**src/rtl/train_seq_pkg.sv**
```systemverilog
// Shared state encoding and helpers for the training-pass sequencer.
package train_seq_pkg;

    typedef enum logic [2:0] {
        S_IDLE = 3'd0,
        S_FWD0 = 3'd1,
        S_BWD  = 3'd2,
        S_FWD  = 3'd3,
        S_DONE = 3'd4,
        S_ERR  = 3'd5
    } state_e;

    function automatic logic is_busy(input state_e s);
        return (s == S_FWD0) || (s == S_BWD) || (s == S_FWD);
    endfunction

endpackage

```
**src/rtl/train_seq_ctrl_pass_watchdog.sv**
```systemverilog
// Pass watchdog: counts enabled cycles, flags the cycle whose increment reaches all-ones.
module pass_watchdog #(
    parameter int unsigned TIMEOUT_W = 12
) (
    input  logic clk_i,
    input  logic rst_i,
    input  logic i_clr,
    input  logic i_cnt_en,
    output logic o_expired
);

    localparam logic [TIMEOUT_W-1:0] PRE_MAX = ~(TIMEOUT_W'(1));

    logic [TIMEOUT_W-1:0] r_cnt;

    always_ff @(posedge clk_i or negedge rst_i) begin
        if (!rst_i) begin
            r_cnt <= '0;
        end else if (i_clr) begin
            r_cnt <= '0;
        end else if (i_cnt_en) begin
            r_cnt <= r_cnt + TIMEOUT_W'(1);
        end
    end

    // Flagged combinationally so the sequencer enters ERR on the same edge the count would hit all-ones.
    assign o_expired = i_cnt_en & ~i_clr & (r_cnt == PRE_MAX);

endmodule

```
**src/rtl/train_seq_ctrl.sv**
```systemverilog
// N-layer training-pass sequencer: F0 pass, then alternating backward / update-forward passes.
module train_seq_ctrl
    import train_seq_pkg::*;
#(
    parameter int unsigned N_LAYERS  = 2,
    parameter int unsigned LAYER_W   = 2,
    parameter int unsigned EPOCH_W   = 8,
    parameter int unsigned TIMEOUT_W = 12
) (
    input  logic               clk_i,
    input  logic               rst_i,
    input  logic               en_i,
    input  logic               init_i,
    input  logic               abort_i,
    input  logic [EPOCH_W-1:0] max_epoch_i,
    input  logic               f_end_i,
    input  logic               b_end_i,
    input  logic               converged_i,
    output logic               f0_pass_o,
    output logic               f_pass_o,
    output logic               b_pass_o,
    output logic [LAYER_W-1:0] layer_o,
    output logic [EPOCH_W-1:0] epoch_o,
    output logic               zero_loss_o,
    output logic               zero_final_o,
    output logic               zero_weight_update_o,
    output logic               busy_o,
    output logic               done_o,
    output logic               timeout_o
);

    localparam logic [LAYER_W-1:0] LAST = LAYER_W'(N_LAYERS - 1);

    state_e             r_state;
    logic [LAYER_W-1:0] r_layer;
    logic [EPOCH_W-1:0] r_epoch;
    logic [EPOCH_W-1:0] r_max;
    logic               r_f0_pass, r_f_pass, r_b_pass;
    logic               r_busy, r_done, r_timeout;
    logic               r_zero_loss, r_zero_final, r_zero_wu;

    state_e             w_state_nxt;
    logic [LAYER_W-1:0] w_layer_nxt;
    logic [EPOCH_W-1:0] w_epoch_nxt;
    logic [EPOCH_W-1:0] w_max_nxt;
    logic [EPOCH_W-1:0] w_epoch_inc;
    logic               w_zero_loss, w_zero_final, w_zero_wu;
    logic               w_busy, w_end_hon, w_wd_clr, w_wd_en, w_expired;

    assign w_busy      = is_busy(r_state);
    assign w_epoch_inc = r_epoch + EPOCH_W'(1);
    assign w_end_hon   = ((r_state == S_FWD0 || r_state == S_FWD) && f_end_i)
                       || ((r_state == S_BWD) && b_end_i);

    // Inside busy states a state change only comes from an honoured end, abort or expiry,
    // so clearing on those (and whenever idle) covers every state change without a loop.
    assign w_wd_clr = en_i & (abort_i | ~w_busy | w_end_hon);
    assign w_wd_en  = en_i & w_busy;

    pass_watchdog #(
        .TIMEOUT_W (TIMEOUT_W)
    ) u_watchdog (
        .clk_i     (clk_i),
        .rst_i     (rst_i),
        .i_clr     (w_wd_clr),
        .i_cnt_en  (w_wd_en),
        .o_expired (w_expired)
    );

    always_comb begin
        w_state_nxt  = r_state;
        w_layer_nxt  = r_layer;
        w_epoch_nxt  = r_epoch;
        w_max_nxt    = r_max;
        w_zero_loss  = 1'b0;
        w_zero_final = 1'b0;
        w_zero_wu    = 1'b0;
        if (abort_i) begin
            w_state_nxt = S_IDLE;
            w_layer_nxt = '0;
            w_epoch_nxt = '0;
        end else begin
            case (r_state)
                S_IDLE, S_DONE, S_ERR: begin
                    if (init_i) begin
                        w_state_nxt = S_FWD0;
                        w_layer_nxt = '0;
                        w_epoch_nxt = '0;
                        w_max_nxt   = max_epoch_i;
                    end
                end
                S_FWD0: begin
                    if (w_expired) begin
                        w_state_nxt = S_ERR;
                    end else if (f_end_i) begin
                        if (r_layer < LAST) begin
                            w_layer_nxt = r_layer + LAYER_W'(1);
                        end else begin
                            w_state_nxt = S_BWD;
                            w_layer_nxt = LAST;
                        end
                    end
                end
                S_BWD: begin
                    if (w_expired) begin
                        w_state_nxt = S_ERR;
                    end else if (b_end_i) begin
                        if (r_layer > '0) begin
                            w_layer_nxt = r_layer - LAYER_W'(1);
                        end else begin
                            w_state_nxt  = S_FWD;
                            w_layer_nxt  = '0;
                            w_zero_loss  = 1'b1;
                            w_zero_final = 1'b1;
                        end
                    end
                end
                S_FWD: begin
                    if (w_expired) begin
                        w_state_nxt = S_ERR;
                    end else if (f_end_i) begin
                        if (r_layer < LAST) begin
                            w_layer_nxt = r_layer + LAYER_W'(1);
                        end else begin
                            w_zero_wu   = 1'b1;
                            w_epoch_nxt = w_epoch_inc;
                            if (converged_i || ((r_max != '0) && (w_epoch_inc == r_max))) begin
                                w_state_nxt = S_DONE;
                            end else begin
                                w_state_nxt = S_BWD;
                                w_layer_nxt = LAST;
                            end
                        end
                    end
                end
                default: begin
                    w_state_nxt = S_IDLE;
                    w_layer_nxt = '0;
                    w_epoch_nxt = '0;
                end
            endcase
        end
    end

    always_ff @(posedge clk_i or negedge rst_i) begin
        if (!rst_i) begin
            r_state      <= S_IDLE;
            r_layer      <= '0;
            r_epoch      <= '0;
            r_max        <= '0;
            r_f0_pass    <= 1'b0;
            r_f_pass     <= 1'b0;
            r_b_pass     <= 1'b0;
            r_busy       <= 1'b0;
            r_done       <= 1'b0;
            r_timeout    <= 1'b0;
            r_zero_loss  <= 1'b0;
            r_zero_final <= 1'b0;
            r_zero_wu    <= 1'b0;
        end else if (en_i) begin
            r_state      <= w_state_nxt;
            r_layer      <= w_layer_nxt;
            r_epoch      <= w_epoch_nxt;
            r_max        <= w_max_nxt;
            r_f0_pass    <= (w_state_nxt == S_FWD0);
            r_f_pass     <= (w_state_nxt == S_FWD);
            r_b_pass     <= (w_state_nxt == S_BWD);
            r_busy       <= is_busy(w_state_nxt);
            r_done       <= (w_state_nxt == S_DONE);
            r_timeout    <= (w_state_nxt == S_ERR);
            r_zero_loss  <= w_zero_loss;
            r_zero_final <= w_zero_final;
            r_zero_wu    <= w_zero_wu;
        end else begin
            r_zero_loss  <= 1'b0;
            r_zero_final <= 1'b0;
            r_zero_wu    <= 1'b0;
        end
    end

    assign f0_pass_o            = r_f0_pass;
    assign f_pass_o             = r_f_pass;
    assign b_pass_o             = r_b_pass;
    assign layer_o              = r_layer;
    assign epoch_o              = r_epoch;
    assign zero_loss_o          = r_zero_loss;
    assign zero_final_o         = r_zero_final;
    assign zero_weight_update_o = r_zero_wu;
    assign busy_o               = r_busy;
    assign done_o               = r_done;
    assign timeout_o            = r_timeout;

endmodule

```
**config.mk**
```make
export PLATFORM = sky130hd
export DESIGN_NAME = train_seq_ctrl
export DESIGN_NICKNAME = d
export VERILOG_FILES = /design/src/rtl/train_seq_pkg.sv /design/src/rtl/train_seq_ctrl_pass_watchdog.sv /design/src/rtl/train_seq_ctrl.sv
export SDC_FILE = /design/constraint.sdc
export NUM_CORES = 1
export LEC_CHECK = 0
export CORE_UTILIZATION = 39
export DETAILED_ROUTE_END_ITERATION = 8
export PLACE_DENSITY = 0.65
export SLEW_MARGIN = 20
export SYNTH_ARGS = -nofsm -noshare
export SYNTH_HDL_FRONTEND = slang
export SYNTH_SLANG_ARGS = --single-unit
```
**constraint.sdc**
```tcl
create_clock -name clk_i -period 2.5 [get_ports clk_i]
set_clock_uncertainty 0.2 [all_clocks]
set_input_delay 0.25 -clock clk_i [delete_from_list [all_inputs] [get_ports clk_i]]
set_output_delay 0.25 -clock clk_i [all_outputs]
set_load 0.1 [all_outputs]
```
==> results of run 1 <==
[worst reg2reg max path: cells and delay by family, from the launching register on]
family | cells | cell delay, ns
adders and majority gates | 1 | 0.19
buffers and inverters | 1 | 0.14
and+or+nand+nor | 5 | 1.02
AOI/OAI and AO/OA | 2 | 0.31
DFF | 1 | 0.51
[final cells by class]
class                           instances  area (sq um)
Clock buffer                            7         86.33
Clock inverter                          1         30.03
Fill cell                             517          2601
Inverter                               11         41.29
Multi-Input combinational cell        188          1281
Sequential cell                        41          1056
Tap cell                               72         90.09
Timing Repair Buffer                   56         455.4
[worst paths after layout]
check	start	to	slack [ns]	cells after the start
worst max-delay path	epoch_o[1]	f0_pass_o	0.02	9
worst min-delay path	timeout_o	timeout_o	0.30	1
worst max register to register	epoch_o[1]	f0_pass_o	0.02	9
worst min register to register	timeout_o	timeout_o	0.30	1
max in group asynchronous	rst_i	r_max[4]	1.13	3
min in group asynchronous	rst_i	epoch_o[2]	0.36	2
[per-layer routing]
metal	up-vias	track usage (%)	routed length, microns
li1	1004	-	-
met1	973	23.65	2593
met2	42	32.84	2724
met3	6	4.138	227
met4	0	5.455	64
met5	-	0	0
[metrics by stage]
step / TNS, ns / utilization [%]
after floorplan: 0 / -
after global placement: -0.8036 / 50.54
after detailed placement: -1.748 / 50.54
after CTS: 0 / 53.29
after global routing: -0.05721 / 53.89
final: 0 / 53.89
[state kept, by name (all words and copies together) (netlist names)]
register	flops
r_state	3
busy_o	1
b_pass_o	1
epoch_o	8
f0_pass_o	1
f_pass_o	1
done_o	1
zero_weight_update_o	1
layer_o	2
r_max	8
zero_final_o	1
timeout_o	1
u_watchdog.r_cnt	12
[power by group through the flow]
stage	sequential, uW	clock [uW]	combinational (uW)
6_report	765	561	342
5_1_grt	770	602	371
4_1_cts	760	576	331
3_3_place_gp	772	0	314
3_5_place_dp	773	0	317
2_1_floorplan	811	0	172
[logic make-up after synthesis]
group	after synthesis	synth area share, %
AND/OR/NAND/NOR	96	20.87
AO/OA/AOI/OAI	60	16.62
flip-flops	41	44.11
buffers and inverters	22	4.303
XOR/XNOR	14	5.272
multiplexers	12	5.595
adder cells (fa/ha/maj)	6	3.227
[cell usage in the layout, fill, tap and decap left out, types with 3 or more instances in the layout]
cell | synthesis | final
sky130_fd_sc_hd__nand2b_1 | 6 | 6
sky130_fd_sc_hd__a22o_1 | 3 | 3
sky130_fd_sc_hd__clkdlybuf4s50_1 | 0 | 14
sky130_fd_sc_hd__buf_4 | 2 | 40
sky130_fd_sc_hd__mux2i_1 | 4 | 4
sky130_fd_sc_hd__dfrtp_4 | 0 | 7
sky130_fd_sc_hd__o21ai_0 | 11 | 10
sky130_fd_sc_hd__a31oi_1 | 3 | 3
sky130_fd_sc_hd__nand4_1 | 5 | 5
sky130_fd_sc_hd__xor2_1 | 6 | 6
sky130_fd_sc_hd__nand2_1 | 23 | 23
sky130_fd_sc_hd__ha_1 | 6 | 5
sky130_fd_sc_hd__xnor2_1 | 8 | 8
sky130_fd_sc_hd__clkbuf_8 | 0 | 6
sky130_fd_sc_hd__and3_1 | 4 | 4
sky130_fd_sc_hd__nor3_1 | 4 | 3
sky130_fd_sc_hd__nor4_1 | 5 | 3
sky130_fd_sc_hd__a21oi_1 | 10 | 8
sky130_fd_sc_hd__inv_1 | 11 | 11
sky130_fd_sc_hd__o31ai_1 | 5 | 5
sky130_fd_sc_hd__dfrtp_1 | 41 | 31
sky130_fd_sc_hd__mux2_2 | 8 | 8
sky130_fd_sc_hd__nand3_1 | 6 | 5
sky130_fd_sc_hd__o21ai_1 | 9 | 10
sky130_fd_sc_hd__nor2_1 | 27 | 27
sky130_fd_sc_hd__dfrtp_2 | 0 | 3
[timing repair]
action | 4_1_cts | 5_1_grt
pin swaps | 2 | 2
setup endpoints to repair | 5 | 14
hold buffers | 1 | 0
gates resized for setup | 5 | 7
hold endpoints to repair | 33 | 0
==> results.md, run 1 <==
Status:
- The run finished with clean final reports.

Yosys:
- By instance count, the leading cell after synthesis is sky130_fd_sc_hd__dfrtp_1.
- For this run, the register share of the synthesized area comes to between 40% and 50%.
- The number of flip-flops and latches in the synthesized netlist is 41.
- The share of the synthesized area in the top cell type is between 40% and 50%.
- The largest total area in the synthesized netlist belongs to sky130_fd_sc_hd__dfrtp_1.
- Of all flip-flops after synthesis, the portion carrying an async set or reset was 100.0%.
- Ranked by total cell area, the synthesized netlist is headed by sky130_fd_sc_hd__dfrtp_1, sky130_fd_sc_hd__nor2_1, sky130_fd_sc_hd__mux2_2.
- Dividing the synthesized area by the synthesized cell count gives between 9 and 10 sq um.
- In the synthesized netlist, the cells that appear most often are sky130_fd_sc_hd__dfrtp_1, sky130_fd_sc_hd__nor2_1, sky130_fd_sc_hd__nand2_1.
- The net count after synthesis is 273.
- In this run, distinct cell masters in the synthesized netlist total 48.
- Counting every instance in the synthesized netlist gives between 200 and 300.
- After synthesis the cells add up to around 0.0023 sq mm.
- The Yosys step of the flow raised 0 warnings.
- Counting flops with a built-in enable in the synthesized netlist gives 0.
- In the synthesized netlist the dominant register cell turns out to be sky130_fd_sc_hd__dfrtp_1.

Timing:
- The highest achievable clock rate is between 400 and 500 MHz.
- Measured against its own limit, the worst slew margin works out to between 40% and 50%.
- Setup repair after global routing could not meet its margin everywhere.
- The slew of the pin with the lowest slew margin is ~0.8 ns.
- In the post-route analysis, the smallest setup slack over all paths is roughly 0.024 ns.
- The number of hold-slack violations in the final timing report is 0.
- The clock period could shrink to 2.476 ns.
- The count of final max-slew check failures is 0.
- The worst hold slack is 0.3031 ns.
- Setup violations remaining at the end of the flow were counted as 0.
- Of the available clock period, the critical path in the final layout requires around 100%.

Critical path:
- Walking the worst path, the cells encountered are ha_4 > buf_4 > nand3_2 > or3_1 > nand4_1 > nor4_4 > a21oi_2 > or2_1 > a22o_1.
- For the worst setup path, the data arrival time is 2.47 ns.
- The largest individual stage delay along the critical path comes from the cell sky130_fd_sc_hd__dfrtp_4.
- The cell family contributing the most delay on the critical path is simple AND/OR/NAND/NOR gates.
- The type of element capturing the critical path is a flip-flop.
- The required time at the worst-slack endpoint is about 2.5 ns.
- The number of buffers and inverters on the critical path is 1.
- On the worst path, the slowest cell contributes a delay of 0.51 ns.
- The worst setup path is launched from a flip-flop.
- The maximum fanout along the worst path is 4.
- The kind of critical path is reg2reg.

Placement:
- The worst setup slack after placement is -0.1755 ns.
- The quantity of I/O buffers inserted on ports is 34.
- The half-perimeter wire length after placement is around 4.0 mm.
- After detailed placement, the total cell area comes to ~0.0029 sq mm.
- Counting tap cells, the placed design contains a total of approximately 370 instances.
- Routability-driven placement finished with a final weighted congestion of around 0.87.

Route:
- For this run, design rule violations remaining after detail routing come to 0.
- The average wire per cell in the routed design is 14.92 microns.
- After detailed routing, the number of vias per cell comes to about 5.4.
- The final routed wirelength across all metal layers is about 5.6 mm.
- The via count is between 2000 and 2500.
- The first detailed-routing pass took 4 iterations.
- The remaining antenna violation count after routing is 0.
- The first routing iteration left approximately 110 violations.

Floorplanning:
- The starting density of the core is roughly two fifths.
- The core area is around 0.0056 sq mm.
- The vertical die dimension is just under 80 microns.
- Measured along the x axis, the die boundary spans 79.23 microns.
- The boundary pin count is 35.
- The number of rows created at floorplan is 27.
- The area of the die is about 0.0063 sq mm.

Clock network:
- The clock edge transition at the registers on the reported setup and hold paths is 0.08 ns.
- In this run the number of H-tree levels came out at 2.
- The clock sink count is just over 40.
- The tree is rooted in a sky130_fd_sc_hd__clkbuf_8.
- The clock passes through at most 2 buffers.
- Clock tree synthesis inserted a total of 5 buffers.
- Buffers added to address setup during post-CTS repair amount to 0.
- The CTS tree is built.
- The insertion delay to the later sink of the worst-skew pair is 0.30 ns.

Pwr:
- For this design the ratio of total power to cell area is roughly 550 mW/mm^2.
- Of the total power, the clock network draws between 30 and 40%.
- The worst-case IR drop observed on VDD is 0.0002573 V.
- For this design the static power due to leakage is approximately 0.0013 uW.
- The cell-internal power is between 1000 and 1500 uW.
- The analysis attributes to net switching a power of ~500 uW.
- The part of the power in registers is between 40% and 50%.
- Overall power consumption after layout is estimated at roughly 1700 uW.
- Combinational cells account for ~20% of the total power.
- Of the total power, the share spent switching nets is between 20% and 30%.

Finish:
- After the flow finishes, the layout carries non-filler instances totaling roughly 380.
- In the final layout, the share of cells above drive strength 1 is between 20% and 30%.
- The number of antenna diodes in the final layout is 0.
- Once layout is done, the placed cells without fillers occupy 0.003040 sq mm.
- The net count of the finished layout is between 300 and 400.
- Compared with the post-synthesis result, the final layout area differs by 30.72%.

Hold path:
- The min-delay analysis places its worst path in the category reg2reg.

Global routing:
- The number of antenna violations at the first check in global routing came to 0.
- The overflow left after global routing is 0.
- The largest net degree at the start of global routing is 35.
- The first global-routing pass estimated roughly 9 mm of wire.
- In the global route stage, overall resource usage came out at about a fifth.
- The via count of the first global-routing pass is 1959.

Job:
- The tool flagged a number of max-cap violations equal to 0.
Power figures use the tool's default switching activity.
==> run 2: changes to the inputs <==
Settings changed: SYNTH_HIERARCHICAL set to 1.
==> results.md, run 2 <==
Yosys:
- Counting flops with an async set or reset pin after synthesis yields a share of 100.0%.
- A synthesized cell averages approximately 9.4 sq um.
- The synthesized design spends more area on one cell type than any other, namely sky130_fd_sc_hd__dfrtp_1.
- The total number of yosys warnings is 6.
- The most frequent cell after synthesis is sky130_fd_sc_hd__dfrtp_1.
- Ranked by instance count, the synthesized netlist is headed by sky130_fd_sc_hd__dfrtp_1, sky130_fd_sc_hd__nand2_1, sky130_fd_sc_hd__nor2_1.
- The number of flip-flops and latches in the synthesized netlist is 41.
- The cell area that synthesis handed to floorplanning was approximately 0.0024 sq mm.
- The number of distinct library cells after synthesis is 54.
- The synthesized design contains 0 enable-type register cells.
- Counting every instance in the synthesized netlist gives ~260.
- Of the synthesized area, sequential elements account for a little over two fifths.
- For this run, the leading register cell type out of synthesis is sky130_fd_sc_hd__dfrtp_1.
- The net count after synthesis is 280.
- By area the synthesized netlist is led by sky130_fd_sc_hd__dfrtp_1, sky130_fd_sc_hd__mux2_2, sky130_fd_sc_hd__nand2_1.
- After synthesis, the largest area contributor takes up between 40% and 50% of total cell area.

Floorplanning:
- The floorplan step set the die height to a little over 80 microns.
- Row generation in the floorplan step produced 28 rows.
- The area of the die is 0.006530 sq mm.
- The width of the chip is around 81 microns.
- In this run the count of I/O pins placed on the die edge is 35.
- The core area is slightly below 0.006 sq mm.
- The starting density of the core is 40.67%.

Global routing:
- The number of antenna violations at the first check in global routing is 0.
- The first global-routing pass estimated 9.397 mm of wire.
- In the global route stage, overall resource usage came out at a little under a fifth.
- The largest net degree at the start of global routing is 19.
- For this run the aggregate overflow at the end of global routing stands at 0.
- The via count of the first global-routing pass is 1975.

Finish:
- The number of antenna repair diodes is 0.
- In the layout the commonest cells are sky130_fd_sc_hd__buf_4, sky130_fd_sc_hd__dfrtp_1, sky130_fd_sc_hd__nand2_1.
- The register ranked first by flip-flop count is u_watchdog/r_cnt.
- The multi-input combinational cells in the finished layout cover a total of around 0.0014 sq mm.
- In the final layout, the share of cells above drive strength 1 is between 30% and 40%.
- Compared with the post-synthesis result, the final layout area differs by 36.36%.
- The final layout contains about 350 nets.
- Registers take 0.001041 sq mm.
- The number of flip-flops under the largest register name is 12.
- The number of standard cells in the layout, taps in and fillers out is between 400 and 500.
- The utilization of the core after routing is between 50% and 60%.
- The count of fill cells added during filler insertion is 563.
- Leaving out fill and tap cells, the most frequent cell in the layout is sky130_fd_sc_hd__buf_4.

Pwr:
- The maximum ir drop on the vdd rail is around 0.00025 V.
- Summed over all nets, the switching power comes to 531.6 uW.
- The clock group share of total power is ~29%.
- In this run the power density over the cells is just over 500 mW/mm^2.
- The leakage power summed over all cells is ~0.0014 uW.
- In this run, the combinational gates consume 25.2% of the power.
- Per report_power, the sequential group accounts for 45.8% of the total.
- The share of total power consumed by net switching is approximately a third.
- Cell internal power was estimated by the tool at about 1100 uW.

Route:
- The via count is 2168.
- In this run the top signal layer used is met4.
- The final routed wirelength across all metal layers is about 5.7 mm.
- The remaining antenna violation count after routing is 0.
- The number of design rule violations left after detail routing is 0.
- The average wire per cell in the routed design is ~14 microns.
- The detailed-routed wire length on met2 is about 2.7 mm.
- Dividing the detail-routed via count by the number of cells gives around 5.3.
- The number of violations reported at the end of detailed-routing iteration 0 is between 90 and 100.
- The met1 wire length is ~2.8 mm.
- The first TritonRoute pass finished after 4 iterations.
- The wire length on met3 is about 160 microns.

Clock network:
- The number of buffers on the longest clock path is 2.
- In this run the clock root is driven by a sky130_fd_sc_hd__clkbuf_8.
- The clock sink count is 41.
- The insertion delay to the later sink of the worst-skew pair is ~0.30 ns.
- After clock tree synthesis, the clock-pin slew on the worst setup and hold paths is around 0.09 ns.
- The CTS tree is built.
- The number of clock buffers added by TritonCTS is 5.
- CTS built an H-tree with a depth of 2.

Placement:
- The half-perimeter wire length after placement is ~4.3 mm.
- Including well taps, the total number of placed cells is a little under 400.
- During placement, the flow inserted port buffers numbering 34.
- OpenSTA, run right after detailed placement, puts the worst setup slack at -0.2161 ns.
- At the end of routability-driven placement, the weighted congestion stood at approximately 0.83.

Timing:
- Dividing the final minimum period by the clock period gives 104.1%.
- The sum of negative setup slack is -0.4163 ns.
- Setup repair after global routing could not meet its margin everywhere.
- The count of final max-slew check failures is 0.
- The slew of the pin with the lowest slew margin is 0.4231 ns.
- Setup violations remaining at the end of the flow were counted as 7.
- The number of hold-slack violations in the final timing report came to 0.
- Across all setup checks in the final design, the least slack found is -0.1031 ns.
- Measured against its own limit, the worst slew margin works out to 71.79%.
- Static timing analysis puts the maximum clock frequency at just under 400 MHz.
- The post-layout minimum cycle time is roughly 2.6 ns.

Critical path:
- The required time at the worst-slack endpoint is about 2.5 ns.
- The kind of start point of the critical path is a flip-flop.
- The type of element capturing the critical path is a flip-flop.
- The kind of critical path is reg2reg.
- Along the worst path, the maximum fanout reaches 4.
- STA puts the critical path data arrival time at 2.60 ns.

Status:
- The final reports fail on setup timing.
- The run finished, with violations left.

Hold path:
- The min-delay analysis places its worst path in the category in2async.

Job:
- The number of violations of the max-capacitance limit is 0.
-- run 2: worst paths after layout --
| kind | start | end | slack, ns | depth (start not counted) |
|---|---|---|---|---|
| setup reg to reg | epoch_o[0] | busy_o | -0.10 | 8 |
| hold / removal | rst_i | u_watchdog/r_cnt[5] | 0.17 | 2 |
| min in group clk_i | f0_pass_o | f0_pass_o | 0.29 | 1 |
| hold reg to reg | f0_pass_o | f0_pass_o | 0.29 | 1 |
| setup / recovery | epoch_o[0] | busy_o | -0.10 | 8 |
| max in group asynchronous | rst_i | epoch_o[7] | 1.36 | 3 |
-- run 2: power by group through the flow --
stage / sequential [uW] / clock [uW] / combinational, uW
after global routing: 778 / 523 / 459
after global placement: 778 / 0 / 400
after CTS: 768 / 503 / 409
final: 770 / 487 / 423
after floorplan: 829 / 0 / 219
after detailed placement: 781 / 0 / 404
-- run 2: area by class of cell --
class	count	area share, %
Timing Repair Buffer	78	18.90
Inverter	10	1.136
Clock inverter	1	0.1515
Sequential cell	41	31.52
Tap cell	75	2.841
Multi-Input combinational cell	195	42.54
Clock buffer	7	2.917
-- run 2: timing repair --
action	in CTS	in global routing
buffers inserted	1	1
resized for setup	1	12
pin swaps	4	6
gates cloned	0	0
endpoints found under the hold margin	23	0
hold buffers	1	0
setup endpoints to repair	8	18
-- run 2: routing by layer --
layer,up-vias,GRT usage (%)
li1,1077,-
met1,1050,26.29
met2,36,28.99
met3,5,2.697
met4,0,6.429
met5,-,0
-- run 2: cells by family (layout without fill, tap and decap cells) --
logic type	after synthesis	after routing	synth area share [%]
XOR/XNOR	18	18	6.509
AND/OR/NAND/NOR	99	99	21.85
flip-flops	41	41	42.36
AO/OA/AOI/OAI	61	61	17.36
multiplexers	11	11	5.062
buffers and inverters	22	96	3.770
adder cells (fa/ha/maj)	6	6	3.099
-- run 2: critical path, cell delays in order (launching register included) --
cell	delay [ns]
sky130_fd_sc_hd__dfrtp_4	0.51
sky130_fd_sc_hd__ha_4	0.30
sky130_fd_sc_hd__nor2_2	0.04
sky130_fd_sc_hd__a311oi_2	0.26
sky130_fd_sc_hd__a21oi_1	0.07
sky130_fd_sc_hd__or4_4	0.49
sky130_fd_sc_hd__o311ai_4	0.36
sky130_fd_sc_hd__a21oi_2	0.11
sky130_fd_sc_hd__a22o_1	0.18
-- run 2: metrics by stage --
stage / instance area, sq um / hold WS, ns / power [uW]
2_1_floorplan: 2510 / -0.2456 / 1048
3_3_place_gp: 3113 / -0.03828 / 1178
3_5_place_dp: 3113 / -0.03961 / 1186
4_1_cts: 3239 / 0.1667 / 1679
5_1_grt: 3303 / 0.2012 / 1760
6_report: 3303 / 0.1680 / 1680
==> run 3: changes to the inputs <==
==> constraint.sdc (replaced) <==
create_clock -name clk_i -period 2.5 [get_ports clk_i]
set_clock_uncertainty 0.2 [all_clocks]
set_input_delay 0.5 -clock clk_i [delete_from_list [all_inputs] [get_ports clk_i]]
set_output_delay 0.5 -clock clk_i [all_outputs]
set_load 0.1 [all_outputs]
==> results.md, run 3 (synthesized netlist as in run 2, its figures left out) <==
Global routing:
- The via count of the first global-routing pass is approximately 2100.
- The total overflow left after global routing is 0.
- Entering global routing, the biggest net connects 26 pins.
- The number of antenna violations at the first check in global routing is 0.
- The first global-routing pass estimated around 9.9 mm of wire.
- Global routing used between 20% and 30% of the available tracks.

Pwr:
- The analysis attributes to cell leakage a power of between 0.0015 and 0.002 uW.
- VDD sags by at most between 0.0003 and 0.0004 V.
- The power density relative to cell area is around 520 mW/mm^2.
- Power comes to 1770 uW.

Floorplanning:
- The vertical die dimension is around 80 microns.
- The core area is slightly below 0.006 sq mm.
- The area of the die is between 0.006 and 0.007 sq mm.
- Row generation in the floorplan step produced 28 rows.
- From left edge to right edge, the die measures roughly 81 microns.
- The boundary pin count is 35.
- The starting density of the core is between 40% and 50%.

Placement:
- The routability-driven placement congestion ratio is 0.8542.
- After detailed placement, the total cell area comes to about 0.0031 sq mm.
- Buffers placed on the I/O ports in this run total 34.
- The number of instances in the placed design is 396.
- Once detailed placement completed, the half-perimeter wirelength came to roughly 4.4 mm.
- The worst setup slack after placement is -0.3346 ns.

Critical path:
- The kind of start point of the critical path is a flip-flop.
- The arrival time at the worst endpoint is 2.62 ns.
- The start of the worst register-to-register path is epoch_o[0].
- The kind of critical path is reg2reg.
- The maximum fanout along the worst path is 3.
- Traced cell by cell, the critical path runs through buf_4 > and2_4 > and4_4 > xnor2_1 > or4_4 > o31ai_4 > nor4b_1 > a221o_1.
- Counting both buffers and inverters, the worst setup path holds a total of 1.
- The worst setup path is captured at a flip-flop.
- STA puts the critical path data required time at 2.48 ns.
- The cell type of the slowest stage on the worst timing path is sky130_fd_sc_hd__or4_4.
- The cell family contributing the most delay on the critical path is simple AND/OR/NAND/NOR gates.
- The beginning of the critical path is epoch_o[0].
- The largest stage delay on the critical path is ~0.57 ns.

Timing:
- The worst hold slack is 0.2910 ns.
- The count of final max-slew check failures came to 0.
- The number of endpoints failing setup at the final stage is 8.
- Setup slack on the critical path of the routed design comes to -0.1339 ns.
- For the pin with the worst max-slew slack, the measured transition is between 0.4 and 0.5 ns.
- Of the available clock period, the critical path in the final layout requires 105.4%.
- Based on the critical path, the design can be clocked at up to between 300 and 400 MHz.
- Setup repair after global routing could not meet its margin everywhere.
- In this run the tightest slew margin relative to its limit is a little over two thirds.
- The post-layout minimum cycle time is 2.634 ns.
- The number of hold-slack violations in the final timing report was 0.

Hold path:
- The type of the tightest min-delay check is reg2reg.
- The startpoint identified for the worst hold timing path is done_o.

Clock network:
- The CTS tree is built.
- Clock tree synthesis inserted a total of 5 buffers.
- For this design, the sink count on the clock tree is 41.
- The longest clock path from root to sink contains 2 buffers.
- The H-tree was split into 2 levels.
- The clock edge transition at the registers on the reported setup and hold paths is approximately 0.090 ns.
- The clock reaches the later pin of the worst-skew pair after 0.31 ns.
- The CTS root buffer is sky130_fd_sc_hd__clkbuf_8.

Route:
- Dividing the detail-routed wire length by the instance count gives 15.00 microns.
- Using the TritonRoute via totals, the vias-per-cell ratio works out to between 5 and 6.
- The pre-antenna-repair detailed-routing pass consisted of 4 iterations.
- After detailed routing, the total wire length is between 6 and 7 mm.
- The number of violations reported at the end of detailed-routing iteration 0 is roughly 120.
- The number of design rule violations left after detail routing is 0.
- The remaining antenna violation count after routing is 0.
- Summing over every cut layer, the via total after detailed routing is 2189.

Finish:
- The post-layout instance area is around 0.0034 sq mm.
- The number of standard cells in the layout, taps in and fillers out is between 400 and 500.
- The final layout contains around 360 nets.
- The number of antenna repair diodes is 0.
- The count of fill cells added during filler insertion is roughly 550.
- The area growth from synthesis to layout is 40.50%.
- The register ranked first by flip-flop count is u_watchdog/r_cnt.
- The register with the most flip-flops in the layout has 12 of them.
- The most common library cell in the layout ignoring fill and taps is sky130_fd_sc_hd__buf_4.
- Of the cells placed in the final design, the portion with a size suffix greater than 1 is a little under two fifths.
- In the layout the commonest cells are sky130_fd_sc_hd__buf_4, sky130_fd_sc_hd__dfrtp_1, sky130_fd_sc_hd__nand2_1.

Status:
- The checks that failed: setup timing.
- The flow ran to the end, but the final reports show violations.

Job:
- Max-cap violations in this run came to 0.
[run 3: cell types whose count changed in the layout (fill, tap and decap cells not counted), sizes merged]
cell and delta:
dlymetal6s2s +3, clkbuf -1, clkdlybuf4s50 -4, bufinv +1, dlygate4sd2 +1, buf +4
[run 3: stage by stage]
step	utilization [%]	TNS [ns]
4_1_cts	55.00	-0.3668
5_1_grt	57.14	-1.261
2_1_floorplan	-	-1.726
3_3_place_gp	52.69	-4.083
6_report	57.14	-0.5724
3_5_place_dp	52.69	-4.551
[run 3: final timing paths]
kind	end	slack (ns)	depth (start not counted)
max reg2reg	layer_o[1]	-0.13	8
min reg2reg	done_o	0.29	1
min in group asynchronous	u_watchdog/r_cnt[7]	0.46	2
max in group asynchronous	layer_o[1]	1.14	3
max	layer_o[1]	-0.13	8
min	done_o	0.29	1
[run 3: final cells by class]
| type | instances | area, sq um | share of cell area [%] |
|---|---|---|---|
| repair buffers | 82 | 673.1 | 19.78 |
| multi-input cells | 195 | 1445 | 42.46 |
| clock inverters | 2 | 35.03 | 1.029 |
| flip-flops and latches | 41 | 1041 | 30.59 |
| clock buffers | 6 | 72.57 | 2.132 |
| well taps | 75 | 93.84 | 2.757 |
| inverters | 10 | 42.54 | 1.250 |
[run 3: layer usage]
| layer | vias up | part of all wire, % | track usage (%) |
|---|---|---|---|
| met4 | 0 | 0.96 | 7.321 |
| met5 | - | 0 | 0 |
| li1 | 1081 | - | - |
| met2 | 47 | 49 | 32.94 |
| met1 | 1054 | 47 | 26.30 |
| met3 | 7 | 3.5 | 3.708 |
[run 3: what timing repair did]
item,CTS,global route
gates resized for setup,3,22
hold buffers,1,0
pin swaps,6,12
setup endpoints to repair,10,16
endpoints found under the hold margin,16,0
setup buffers,1,6
gates cloned,0,0
[run 3: where the power goes]
| group | total [uW] | leakage (uW) | switching (uW) | internal (uW) |
|---|---|---|---|---|
| Sequential | 772 | 0.000538 | 57.1 | 715 |
| Combinational | 450 | 0.000913 | 247 | 203 |
| Clock | 548 | 0.0000552 | 251 | 297 |
